--- config.mk ---
export PLATFORM = sky130hd
export DESIGN_NAME = jtpinpon_objsched_flat
export DESIGN_NICKNAME = d
export VERILOG_FILES = /design/src/rtl/jtpinpon_obj_pkg.sv /design/src/rtl/jtpinpon_objsched_if.sv /design/src/rtl/jtpinpon_objsched_fifo.sv /design/src/rtl/jtpinpon_objsched.sv /design/src/flat_wrapper.sv
export SDC_FILE = /design/constraint.sdc
export NUM_CORES = 1
export LEC_CHECK = 0
export CAP_MARGIN = 20
export CORE_MARGIN = 2
export CORE_UTILIZATION = 35
export CTS_CLUSTER_SIZE = 8
export DETAILED_ROUTE_END_ITERATION = 6
export PLACE_DENSITY = 0.64
export SETUP_SLACK_MARGIN = 0.5
export SLEW_MARGIN = 20
export SYNTH_ARGS = -nofsm -noshare
export SYNTH_HDL_FRONTEND = slang
export SYNTH_HIERARCHICAL = 1
export SYNTH_SLANG_ARGS = --single-unit
--- constraint.sdc ---
create_clock -name clk -period 2.6 [get_ports clk]
set_input_delay 0.52 -clock clk [delete_from_list [all_inputs] [get_ports clk]]
set_output_delay 0.52 -clock clk [all_outputs]
set_load 0.03 [all_outputs]
--- src/rtl/jtpinpon_obj_pkg.sv ---
// Shared constants, field codes, FSM states and the queued-entry record
// for the PinPon per-line object scheduler.
package jtpinpon_obj_pkg;

    localparam int MAXOBJ = 24;
    localparam int HALF   = 19;

    localparam logic [1:0] FLD_Y    = 2'd0;
    localparam logic [1:0] FLD_CODE = 2'd1;
    localparam logic [1:0] FLD_X    = 2'd2;
    localparam logic [1:0] FLD_ATTR = 2'd3;

    typedef enum logic [2:0] {
        IDLE,
        RD_Y,
        RD_CODE,
        RD_X,
        RD_ATTR,
        PUSH,
        DRAIN
    } sched_state_t;

    typedef struct packed {
        logic [7:0] code;
        logic [7:0] xpos;
        logic [7:0] attr;
        logic [3:0] v;
    } obj_entry_t;

    // Table Y is stored inverted; some entries sit one line lower.
    function automatic logic [7:0] obj_ypos(input logic [7:0] yraw, input logic adj);
        return ~yraw + {7'd0, adj};
    endfunction

endpackage

--- src/rtl/jtpinpon_objsched_if.sv ---
// Valid/ready link between the object scheduler and the object draw engine.
interface jtpinpon_objsched_if;
    logic       dr_valid;
    logic       dr_ready;
    logic [7:0] dr_code;
    logic [7:0] dr_xpos;
    logic [7:0] dr_attr;
    logic [3:0] dr_v;

    modport master (output dr_valid, dr_code, dr_xpos, dr_attr, dr_v, input dr_ready);
    modport slave  (input dr_valid, dr_code, dr_xpos, dr_attr, dr_v, output dr_ready);
endinterface

--- src/rtl/jtpinpon_objsched_fifo.sv ---
// Small synchronous FIFO of queued sprite entries; head is read straight
// from registered storage so it stays stable while the consumer stalls.
module jtpinpon_objsched_fifo
    import jtpinpon_obj_pkg::*;
#(
    parameter int DEPTH = 4
) (
    input  logic       clk,
    input  logic       rst_n,
    input  logic       push,
    input  logic       pop,
    input  logic       flush,
    input  obj_entry_t din,
    output logic       full,
    output logic       empty,
    output obj_entry_t head
);
    localparam int PTR_W = $clog2(DEPTH);
    localparam logic [PTR_W:0] CNT_FULL = (PTR_W+1)'(DEPTH);

    obj_entry_t       mem_q [DEPTH];
    obj_entry_t       mem_d [DEPTH];
    logic [PTR_W-1:0] wr_q, wr_d, rd_q, rd_d;
    logic [PTR_W:0]   cnt_q, cnt_d;
    logic             do_push, do_pop;

    assign full  = (cnt_q == CNT_FULL);
    assign empty = (cnt_q == '0);
    assign head  = mem_q[rd_q];

    always_comb begin
        mem_d   = mem_q;
        wr_d    = wr_q;
        rd_d    = rd_q;
        cnt_d   = cnt_q;
        do_push = push & ~full;
        do_pop  = pop & ~empty;
        if (flush) begin
            wr_d  = '0;
            rd_d  = '0;
            cnt_d = '0;
        end else begin
            if (do_push) begin
                mem_d[wr_q] = din;
                wr_d        = wr_q + PTR_W'(1);
            end
            if (do_pop) begin
                rd_d = rd_q + PTR_W'(1);
            end
            cnt_d = cnt_q + {{PTR_W{1'b0}}, do_push} - {{PTR_W{1'b0}}, do_pop};
        end
    end

    genvar gi;
    generate
        for (gi = 0; gi < DEPTH; gi++) begin : g_mem
            always_ff @(posedge clk or negedge rst_n) begin
                if (!rst_n) mem_q[gi] <= '0;
                else        mem_q[gi] <= mem_d[gi];
            end
        end
    endgenerate

    always_ff @(posedge clk or negedge rst_n) begin
        if (!rst_n) begin
            wr_q  <= '0;
            rd_q  <= '0;
            cnt_q <= '0;
        end else begin
            wr_q  <= wr_d;
            rd_q  <= rd_d;
            cnt_q <= cnt_d;
        end
    end

endmodule

--- src/rtl/jtpinpon_objsched.sv ---
// Per-line object-table scan: reads Y/code/X/attr for each entry, queues
// in-zone sprites for the draw engine. Optional per-line cap: OBJSCHED_LIMIT_EN.
module jtpinpon_objsched
    import jtpinpon_obj_pkg::*;
#(
    parameter int REV_SCAN   = 1,
    parameter int FIFO_DEPTH = 4,
    parameter int LIMIT      = 8
) (
    input  logic                       clk,
    input  logic                       rst_n,
    input  logic                       cen2,
    input  logic                       hinit,
    input  logic [7:0]                 vrender,
    output logic [6:0]                 scan_addr,
    input  logic [7:0]                 scan_dout,
    jtpinpon_objsched_if.master        dr,
    output logic                       line_done,
    output logic                       overflow
);
    localparam logic [4:0] ENTRY_FIRST = (REV_SCAN != 0) ? 5'(MAXOBJ-1) : 5'd0;
    localparam logic [4:0] ENTRY_LAST  = (REV_SCAN != 0) ? 5'd0 : 5'(MAXOBJ-1);

    sched_state_t state_q, state_d;
    logic [4:0]   entry_q, entry_d;
    logic [1:0]   field_q, field_d;
    logic [7:0]   code_q, code_d, xpos_q, xpos_d, attr_q, attr_d;
    logic [3:0]   v_q, v_d;
    logic         inzone_q, inzone_d;
    logic         line_done_q, line_done_d;
    logic         overflow_q, overflow_d;
    logic         hinit_pend_q, hinit_pend_d;
    logic         hinit_q, hinit_d;

    logic         adj, advance, limit_hit;
    logic [7:0]   y, vend;
    logic         fifo_push, fifo_pop, fifo_flush, fifo_full, fifo_empty;
    obj_entry_t   fifo_head;

`ifdef OBJSCHED_LIMIT_EN
    logic [5:0]   pushcnt_q, pushcnt_d;
    assign limit_hit = (pushcnt_q >= 6'(LIMIT));
`else
    logic         unused_limit;
    assign unused_limit = (LIMIT == 0);
    assign limit_hit    = 1'b0;
`endif

    assign adj  = (REV_SCAN != 0) ? (entry_q < 5'(HALF)) : (entry_q > 5'(HALF));
    assign y    = obj_ypos(scan_dout, adj);
    assign vend = vrender + 8'd16;

    always_comb begin
        state_d     = state_q;
        entry_d     = entry_q;
        field_d     = field_q;
        code_d      = code_q;
        xpos_d      = xpos_q;
        attr_d      = attr_q;
        v_d         = v_q;
        inzone_d    = inzone_q;
        line_done_d = line_done_q;
        overflow_d  = overflow_q;
        hinit_d     = hinit;
        fifo_push   = 1'b0;
        fifo_flush  = 1'b0;
        advance     = 1'b0;
`ifdef OBJSCHED_LIMIT_EN
        pushcnt_d   = pushcnt_q;
`endif
        // Rising edge only, so a long hinit pulse restarts the scan once.
        hinit_pend_d = (hinit & ~hinit_q) | (hinit_pend_q & ~cen2);

        if (cen2) begin
            if (hinit_pend_q) begin
                fifo_flush  = (state_q != IDLE);
                overflow_d  = (state_q != IDLE) && (state_q != DRAIN);
                entry_d     = ENTRY_FIRST;
                field_d     = FLD_Y;
                line_done_d = 1'b0;
                state_d     = RD_Y;
`ifdef OBJSCHED_LIMIT_EN
                pushcnt_d   = '0;
`endif
            end else begin
                case (state_q)
                    IDLE: ;
                    RD_Y: begin
                        inzone_d = (y >= vrender) && (y < vend);
                        v_d      = vrender[3:0] - y[3:0] - 4'd1;
                        field_d  = FLD_CODE;
                        state_d  = RD_CODE;
                    end
                    RD_CODE: begin
                        code_d  = scan_dout;
                        field_d = FLD_X;
                        state_d = RD_X;
                    end
                    RD_X: begin
                        xpos_d  = scan_dout;
                        field_d = FLD_ATTR;
                        state_d = RD_ATTR;
                    end
                    RD_ATTR: begin
                        attr_d  = scan_dout;
                        state_d = PUSH;
                    end
                    PUSH: begin
                        if (!inzone_q) begin
                            advance = 1'b1;
                        end else if (limit_hit) begin
                            overflow_d = 1'b1;
                            advance    = 1'b1;
                        end else if (!fifo_full) begin
                            fifo_push = 1'b1;
                            advance   = 1'b1;
`ifdef OBJSCHED_LIMIT_EN
                            pushcnt_d = pushcnt_q + 6'd1;
`endif
                        end
                        if (advance) begin
                            if (entry_q == ENTRY_LAST) begin
                                state_d = DRAIN;
                            end else begin
                                entry_d = (REV_SCAN != 0) ? entry_q - 5'd1 : entry_q + 5'd1;
                                field_d = FLD_Y;
                                state_d = RD_Y;
                            end
                        end
                    end
                    DRAIN: begin
                        if (fifo_empty) begin
                            line_done_d = 1'b1;
                            state_d     = IDLE;
                        end
                    end
                    default: state_d = IDLE;
                endcase
            end
        end
    end

    always_ff @(posedge clk or negedge rst_n) begin
        if (!rst_n) begin
            state_q      <= IDLE;
            entry_q      <= '0;
            field_q      <= FLD_Y;
            code_q       <= '0;
            xpos_q       <= '0;
            attr_q       <= '0;
            v_q          <= '0;
            inzone_q     <= 1'b0;
            line_done_q  <= 1'b1;
            overflow_q   <= 1'b0;
            hinit_pend_q <= 1'b0;
            hinit_q      <= 1'b0;
`ifdef OBJSCHED_LIMIT_EN
            pushcnt_q    <= '0;
`endif
        end else begin
            state_q      <= state_d;
            entry_q      <= entry_d;
            field_q      <= field_d;
            code_q       <= code_d;
            xpos_q       <= xpos_d;
            attr_q       <= attr_d;
            v_q          <= v_d;
            inzone_q     <= inzone_d;
            line_done_q  <= line_done_d;
            overflow_q   <= overflow_d;
            hinit_pend_q <= hinit_pend_d;
            hinit_q      <= hinit_d;
`ifdef OBJSCHED_LIMIT_EN
            pushcnt_q    <= pushcnt_d;
`endif
        end
    end

    // Draw handshake runs every clk, independent of cen2.
    assign fifo_pop = ~fifo_empty & dr.dr_ready;

    jtpinpon_objsched_fifo #(
        .DEPTH (FIFO_DEPTH)
    ) u_fifo (
        .clk   (clk),
        .rst_n (rst_n),
        .push  (fifo_push),
        .pop   (fifo_pop),
        .flush (fifo_flush),
        .din   ('{code: code_q, xpos: xpos_q, attr: attr_q, v: v_q}),
        .full  (fifo_full),
        .empty (fifo_empty),
        .head  (fifo_head)
    );

    assign scan_addr   = {entry_q, field_q};
    assign line_done   = line_done_q;
    assign overflow    = overflow_q;
    assign dr.dr_valid = ~fifo_empty;
    assign dr.dr_code  = fifo_head.code;
    assign dr.dr_xpos  = fifo_head.xpos;
    assign dr.dr_attr  = fifo_head.attr;
    assign dr.dr_v     = fifo_head.v;

endmodule

--- src/flat_wrapper.sv ---
// flat-port wrapper written by rule: the top's interface ports become plain ports
module jtpinpon_objsched_flat import jtpinpon_obj_pkg::*;
#(
    parameter int REV_SCAN   = 1,
    parameter int FIFO_DEPTH = 4,
    parameter int LIMIT      = 8
)
  (clk, rst_n, cen2, hinit, vrender, scan_addr, scan_dout, line_done, overflow, dr_dr_valid, dr_dr_code, dr_dr_xpos, dr_dr_attr, dr_dr_v, dr_dr_ready);
  jtpinpon_objsched_if dr_i ();
  input  logic clk;
  input  logic rst_n;
  input  logic cen2;
  input  logic hinit;
  input  logic [7:0] vrender;
  output logic [6:0] scan_addr;
  input  logic [7:0] scan_dout;
  output logic line_done;
  output logic overflow;
  output wire logic [$bits(dr_i.dr_valid)-1:0] dr_dr_valid;
  output wire logic [$bits(dr_i.dr_code)-1:0] dr_dr_code;
  output wire logic [$bits(dr_i.dr_xpos)-1:0] dr_dr_xpos;
  output wire logic [$bits(dr_i.dr_attr)-1:0] dr_dr_attr;
  output wire logic [$bits(dr_i.dr_v)-1:0] dr_dr_v;
  input wire logic [$bits(dr_i.dr_ready)-1:0] dr_dr_ready;
  assign dr_dr_valid = dr_i.dr_valid;
  assign dr_dr_code = dr_i.dr_code;
  assign dr_dr_xpos = dr_i.dr_xpos;
  assign dr_dr_attr = dr_i.dr_attr;
  assign dr_dr_v = dr_i.dr_v;
  assign dr_i.dr_ready = dr_dr_ready;
  jtpinpon_objsched #(.REV_SCAN(REV_SCAN), .FIFO_DEPTH(FIFO_DEPTH), .LIMIT(LIMIT)) u_core (.clk(clk), .rst_n(rst_n), .cen2(cen2), .hinit(hinit), .vrender(vrender), .scan_addr(scan_addr), .scan_dout(scan_dout), .dr(dr_i), .line_done(line_done), .overflow(overflow));
endmodule
==> results of run 1 <==
==> cells in the mapped netlist (all sizes together), types with 2 or more instances <==
cell type,instances
dfrtp,161
mux2,138
mux4,28
inv,27
buf,24
ha,24
nor2,21
nand2,13
o21ai,11
a21oi,10
and3,8
clkbuf,7
xor2,7
nor3,6
xnor2,6
nand3,5
nor2b,5
nor4,4
a211oi,3
a21o,3
a31oi,3
and2,3
a22oi,2
and4,2
fa,2
nand2b,2
nand4,2
nand4b,2
o2bb2ai,2
o31ai,2
or3,2
or4,2
==> state kept, by name, summed over array words and instances, names as in the netlist, 2 cells and up <==
name                 flops
u_core/u_fifo/mem_q    112
u_core/u_fifo/wr_q       2
u_core/state_q           3
u_core/u_fifo/cnt_q      3
u_core/u_fifo/rd_q       2
u_core/code_q            8
u_core/xpos_q            8
u_core/field_q           2
u_core/entry_q           5
u_core/v_q               4
u_core/attr_q            8
==> worst max-delay path, cell delays in order (launching register included) <==
cell	delay [ns]
dfrtp_2	0.42
nor2_4	0.12
o21ai_2	0.06
nand2_2	0.10
ha_4	0.14
nand2b_1	0.09
or4_4	0.47
xor2_2	0.18
ha_1	0.32
a211oi_2	0.18
nor2_1	0.08
nor4_2	0.21
a22o_1	0.15
==> area by class of cell <==
cell class,instances,area (µm²),area share
multi-input combinational,332,4080,0.372
sequential,162,4060,0.371
timing repair buffer,148,1750,0.160
clock buffer,20,447,0.0408
tap,313,392,0.0357
clock inverter,12,124,0.0113
inverter,27,104,0.00947
==> power by group through the flow <==
stage          combinational (µW)  clock [µW]  sequential (µW)
2_1_floorplan                1630           0             3380
3_3_place_gp                 2420           0             3430
3_5_place_dp                 2490           0             3470
4_1_cts                      2890        2490             3440
5_1_grt                      3270        2630             3520
6_report                     3050        2440             3450
==> repair_timing <==
| action | CTS | global route |
|---|---|---|
| hold buffers | 0 | 0 |
| pin swaps | 11 | 13 |
| buffers inserted | 21 | 6 |
| cloned | 5 | 0 |
| setup endpoints to repair | 149 | 150 |
| resized for setup | 128 | 31 |
==> cell families (layout without fill, tap and decap cells) <==
logic type               Yosys count  after routing
multiplexers                     166            166
adder cells (fa/ha/maj)           26             26
AND/OR/NAND/NOR                   84             84
flip-flops                       162            162
XOR/XNOR                          13             13
buffers and inverters             58            207
AO/OA/AOI/OAI                     43             43
==> per-stage QoR <==
stage / total power [µW] / utilization / cells / hold WS [ns] / TNS (ns)
floorplan: 5010 / - / 552 / 0.224 / 0
detailed placement: 5960 / 0.417 / 950 / 0.466 / -10.10
global route: 9420 / 0.481 / 1014 / 0.0850 / -0.119
CTS: 8810 / 0.472 / 1008 / 0.0637 / -0.00895
global placement: 5850 / 0.417 / 950 / 0.463 / -11.30
finish: 8930 / 0.481 / 1014 / 0.0608 / 0
==> layer usage <==
metal | share of wire | vias to the layer above | track usage
met5 | 0 | - | 0
met4 | 0.013 | 0 | 0.0498
met3 | 0.031 | 20 | 0.0328
met2 | 0.50 | 91 | 0.285
met1 | 0.45 | 2716 | 0.230
li1 | - | 2268 | -
==> worst max-delay path by stage <==
stage          cells past startpoint              start  slack [ns]                     end
2_1_floorplan                     14               cen2        0.05  u_core/u_fifo/cnt_q[2]
3_5_place_dp                      13       scan_dout[0]       -0.50         u_core/inzone_q
6_report                          12  u_core/entry_q[3]        0.03         u_core/inzone_q
3_3_place_gp                      14               cen2       -0.38  u_core/u_fifo/cnt_q[2]
4_1_cts                           12  u_core/entry_q[3]      -0.009         u_core/inzone_q
5_1_grt                           14  u_core/entry_q[3]       -0.12         u_core/inzone_q
==> summary.txt, run 1 <==
top-area cell type share of the netlist area - 0.492
worst vdd ir - 493 µV
initial antenna violation count - 0
largest family of logic cells by synthesized area - multiplexers
synth warn - 6
Overflow after GRT - 0
global-route wire length before repair - 32.1 mm
crit path max fanout - 2
fmax - 389 MHz
Yosys cell types - 59
Clock power frac - 0.273
GRT Overall Usage - 0.172
ys flop type - dfrtp_1
Final GP Congestion - 0.835
Slew Limit Fails - 0
drt pass-1 iters - 4
critical path class - reg -> reg
Final period util - 0.990
synthesized flop and latch total - 162
pin count of the biggest net entering global routing - 58
Synth Area in XOR/XNOR - 0.0139
Design Area, Final - 0.0110 mm²
worst hold path type - in -> async
Worst R2R Path Depth - 12
CTS root buf - clkbuf_16
CTS tree - built
outcome - finished clean
Synth area leader - dfrtp_1
r2r endpoint - u_core/inzone_q
Final Net Count - 735
unrepaired setup endpoints after global routing - yes
Clock Pin Slew Worst Setup and Hold Paths - 0.07 ns
Post-DP Area - 0.00950 mm²
most frequent cells in the layout - 155 x dfrtp_1, 112 x mux2_4, 47 x buf_6
crit start category - flop
drt drc - 0
Compound-Gate Fraction of Synth Area - 0.0344
worst reg-to-reg setup slack - 0.03 ns
HPWL Detailed - 13.2 mm
layout cells sized above 1 - 0.531
Avg Inst Size Synth - 14.8 µm²
Hold Violations, Final - 0
via count - 5095
Rows - 55
post-route minimum period - 2.57 ns
maximum clock insertion buffer count - 2
Combinational Power Share - 0.341
# clock sinks - 162
Post-Synthesis Net Count - 599
DR iter-0 viols - 322
Worst slew margin - 0.636
Buffers on Ports - 58
critical path capture point type - flop
leakage - 0.00499 µW
Die Ht - 157 µm
largest cells by area after synthesis - dfrtp_1 49%, mux2_4 15%, mux2_2 8.0%
ant diodes - 0
Sw Share - 0.335
pwr dens - 815 mW/mm²
Critical Path AT - 2.94 ns
Max Cap Viol - 0
Final Routed Wirelength - 20.2 mm
Layout area overhead - 33.9%
Seq pwr share - 0.386
Internal Pwr Total - 5950 µW
IO Count - 59
worst skew pair latency - 0.43 ns
EDFF count, synth - 0
fill count - 1889
Cells after Synth - 552
reg2reg start - u_core/entry_q[3]
sequential share of the synthesized area - 0.496
vias per cell - 5.02
post-route ant nets - 0
core area - 0.0228 mm²
H-tree depth - 4
initial core utilization - 0.359
final critical-path setup slack - 0.0266 ns
Num CTS Buffers - 17
Clock Skew - 0.0109 ns
simple-gate portion of the synthesized area - 0.0606
commonest non-fill, non-tap cell in the layout - dfrtp_1
Mapped Area - 0.00818 mm²
Chip Width - 157 µm
die area - 0.0246 mm²
final setup fails - 0
Worst-Margin Slew - 0.546 ns
pre-CTS setup slack - -0.502 ns
Worst EP required - 2.97 ns
mux cell area share after synthesis - 0.304
drt wl/cell - 19.9 µm
vias in the first global route - 5606
post-synthesis async set-or-reset flop share - 1.00
Sw Pwr - 2990 µW
Synth Area in Adders - 0.0416
Power figures use the tool's default switching activity.
==> inputs of run 2 (changes only) <==
--- a/config.mk
+++ b/config.mk
@@ -5,10 +5,8 @@
 export SDC_FILE = /design/constraint.sdc
 export NUM_CORES = 1
 export LEC_CHECK = 0
-export CAP_MARGIN = 20
 export CORE_MARGIN = 2
 export CORE_UTILIZATION = 35
-export CTS_CLUSTER_SIZE = 8
 export DETAILED_ROUTE_END_ITERATION = 6
 export PLACE_DENSITY = 0.64
 export SETUP_SLACK_MARGIN = 0.5
==> results of run 2 <==
Final layout, timing and power as in run 1 (identical DEF).
==> inputs of run 3 (changes only) <==
--- a/config.mk
+++ b/config.mk
@@ -8,7 +8,7 @@
 export CORE_MARGIN = 2
 export CORE_UTILIZATION = 35
 export DETAILED_ROUTE_END_ITERATION = 6
-export PLACE_DENSITY = 0.64
+export PLACE_DENSITY = 0.62
 export SETUP_SLACK_MARGIN = 0.5
 export SLEW_MARGIN = 20
 export SYNTH_ARGS = -nofsm -noshare
==> constraint.sdc (replaced) <==
create_clock -name clk -period 2.8 [get_ports clk]
set_input_delay 0.56 -clock clk [delete_from_list [all_inputs] [get_ports clk]]
set_output_delay 0.56 -clock clk [all_outputs]
set_load 0.03 [all_outputs]
==> summary.txt, run 3 (synthesis results as in run 1) <==
Hold Violations, Final - 0 (unchanged)
IO Count - 59 (unchanged)
Slew Limit Fails - 0 (unchanged)
initial antenna violation count - 0 (unchanged)
pwr dens - 765 mW/mm² (-6.1%)
drt drc - 0 (unchanged)
worst reg-to-reg setup slack - 0.10 ns (+0.07 ns)
drt wl/cell - 19.5 µm (-2.4%)
post-route minimum period - 2.70 ns (+0.126 ns)
HPWL Detailed - 12.5 mm (-4.8%)
Final GP Congestion - 0.834 (-0.18%)
DR iter-0 viols - 334 (+3.7%)
M2 GR Usage - 0.271 (-0.0136)
pin count of the biggest net entering global routing - 62 (+6.9%)
maximum clock insertion buffer count - 2 (unchanged)
Top Family by Delay on Critical Path - simple AND/OR/NAND/NOR gates
CTS root buf - clkbuf_16
worst vdd ir - 404 µV (-18%)
Max Cap Viol - 0 (unchanged)
Crit-path slowest cell - or4_4
H-tree depth - 4 (unchanged)
Die Ht - 157 µm (unchanged)
core area - 0.0228 mm² (unchanged)
Worst EP required - 3.16 ns (+0.19 ns)
unrepaired setup endpoints after global routing - yes
Rows - 55 (unchanged)
Clock Pin Slew Worst Setup and Hold Paths - 0.06 ns (about the same)
CTS tree - built
fill count - 1939 (+2.6%)
setup TNS - 0 ns (unchanged)
via count - 5039 (-1.1%)
layer with the highest usage - met2
Final Routed Wirelength - 19.5 mm (-3.5%)
Chip Width - 157 µm (unchanged)
leakage - 0.00490 µW (-1.9%)
WP buf/inv - 0 (unchanged)
met3 Use GR - 0.0322 (-0.000551)
Worst-Margin Slew - 0.483 ns (-0.0633 ns)
commonest non-fill, non-tap cell in the layout - dfrtp_1
Overflow after GRT - 0 (unchanged)
final core occ - 0.468 (-0.0131)
GRT Overall Usage - 0.167 (-0.00511)
ant diodes - 0 (unchanged)
layout cells sized above 1 - 0.511 (-0.0198)
critical-path cell list - nor2_2 -> o21ai_1 -> nand2_1 -> ha_4 -> nand2b_1 -> or4_4 -> xor2_2 -> ha_1 -> a211oi_2 -> nor2_1 -> nor4_2 -> a22o_1
Clock Skew - 0.00948 ns (-0.00146 ns)
die area - 0.0246 mm² (unchanged)
Critical Path Max Stage Delay - 0.47 ns (about the same)
final setup fails - 0 (unchanged)
Design Area, Final - 0.0107 mm² (-2.7%)
Final Net Count - 725 (-1.4%)
crit path max fanout - 2 (unchanged)
M1 GR Usage - 0.224 (-0.00619)
critical path capture point type - flop
Buffers on Ports - 58 (unchanged)
Biggest register - u_core/u_fifo/mem_q
Critical Path AT - 3.06 ns (+0.12 ns)
drt pass-1 iters - 4 (unchanged)
post-route ant nets - 0 (unchanged)
Layout area overhead - 30.3%
# clock sinks - 162 (unchanged)
global-route wire length before repair - 31.0 mm (-3.4%)
Worst slew margin - 0.678 (+0.0422)
worst skew pair latency - 0.43 ns (about the same)
Post-DP Area - 0.00934 mm² (-1.7%)
worst hold slack - 0.0700 ns (+0.00923 ns)
Final period util - 0.964 (-0.0256)
outcome - finished clean
vias in the first global route - 5401 (-3.7%)
worst hold path type - in -> async
Num CTS Buffers - 17 (unchanged)
crit start category - flop
critical path class - reg -> reg
most frequent cells in the layout - 154 x dfrtp_1, 80 x mux2_4, 58 x mux2_2
max reg flops - 112 (unchanged)
vias per cell - 5.03 (about the same)
fmax - 370 MHz (-4.7%)
initial core utilization - 0.359 (unchanged)
[run 3: cell types whose count changed in the layout (fill, tap and decap cells not counted), sizes merged]
cell           before  now
clkinv              3    2
dlymetal6s2s        3    2
clkbuf             21   19
inv                32   30
clkdlybuf4s50      20   26
clkinvlp            3    4
bufbuf              0    3
bufinv              1    2
buf               119  106
dlygate4sd2         5    1
[run 3: routing by layer]
layer / vias up / wire, µm / part of all wire
met5: - / 0 / 0
met4: 0 / 383 / 0.020
met3: 32 / 615 / 0.032
met2: 109 / 9570 / 0.49
met1: 2638 / 8930 / 0.46
li1: 2260 / - / -
[run 3: worst paths after layout]
path	cells past startpoint	startpoint	end
worst min register to register	1	u_core/hinit_q	u_core/hinit_pend_q
max in group asynchronous	2	rst_n	u_core/u_fifo/mem_q[18]
worst min-delay path	1	rst_n	u_core/overflow
worst max register to register	12	u_core/entry_q[3]	u_core/inzone_q
worst max-delay path	12	u_core/entry_q[3]	u_core/inzone_q
min in group clk	1	u_core/hinit_q	u_core/hinit_pend_q
[run 3: stage by stage]
stage | power (µW) | worst slack (ns) | cells
after global routing | 8590 | 0.0167 | 1002
after floorplan | 4630 | 0.214 | 552
after global placement | 5370 | -0.225 | 936
after detailed placement | 5450 | -0.295 | 936
after CTS | 8090 | 0.128 | 991
final | 8160 | 0.100 | 1002
[run 3: layout make-up]
class	instances	area (µm²)	share of cell area
clock buffer	19	453	0.0425
clock inverter	11	129	0.0121
inverter	27	101	0.00950
multi-input combinational	332	3920	0.367
sequential	162	4070	0.382
tap	313	392	0.0367
timing repair buffer	138	1600	0.150
[run 3: worst register-to-register path, cell delays in order, from the launching register on]
cell,delay (ns)
dfrtp_2,0.41
nor2_2,0.12
o21ai_1,0.07
nand2_1,0.14
ha_4,0.15
nand2b_1,0.07
or4_4,0.47
xor2_2,0.21
ha_1,0.32
a211oi_2,0.22
nor2_1,0.09
nor4_2,0.21
a22o_1,0.15
[run 3: power by group]
group / internal, µW / switching, µW
logic: 1410 / 1250
clock network: 1360 / 957
registers: 2750 / 432
total: 5520 / 2640
[run 3: repair_timing]
action | in CTS | in global routing
pin swaps | 4 | 7
endpoints found under the setup margin | 145 | 146
hold endpoints to repair | 0 | 0
hold buffers | 0 | 0
buffers inserted | 18 | 11
gates resized for setup | 74 | 45
cloned | 7 | 0
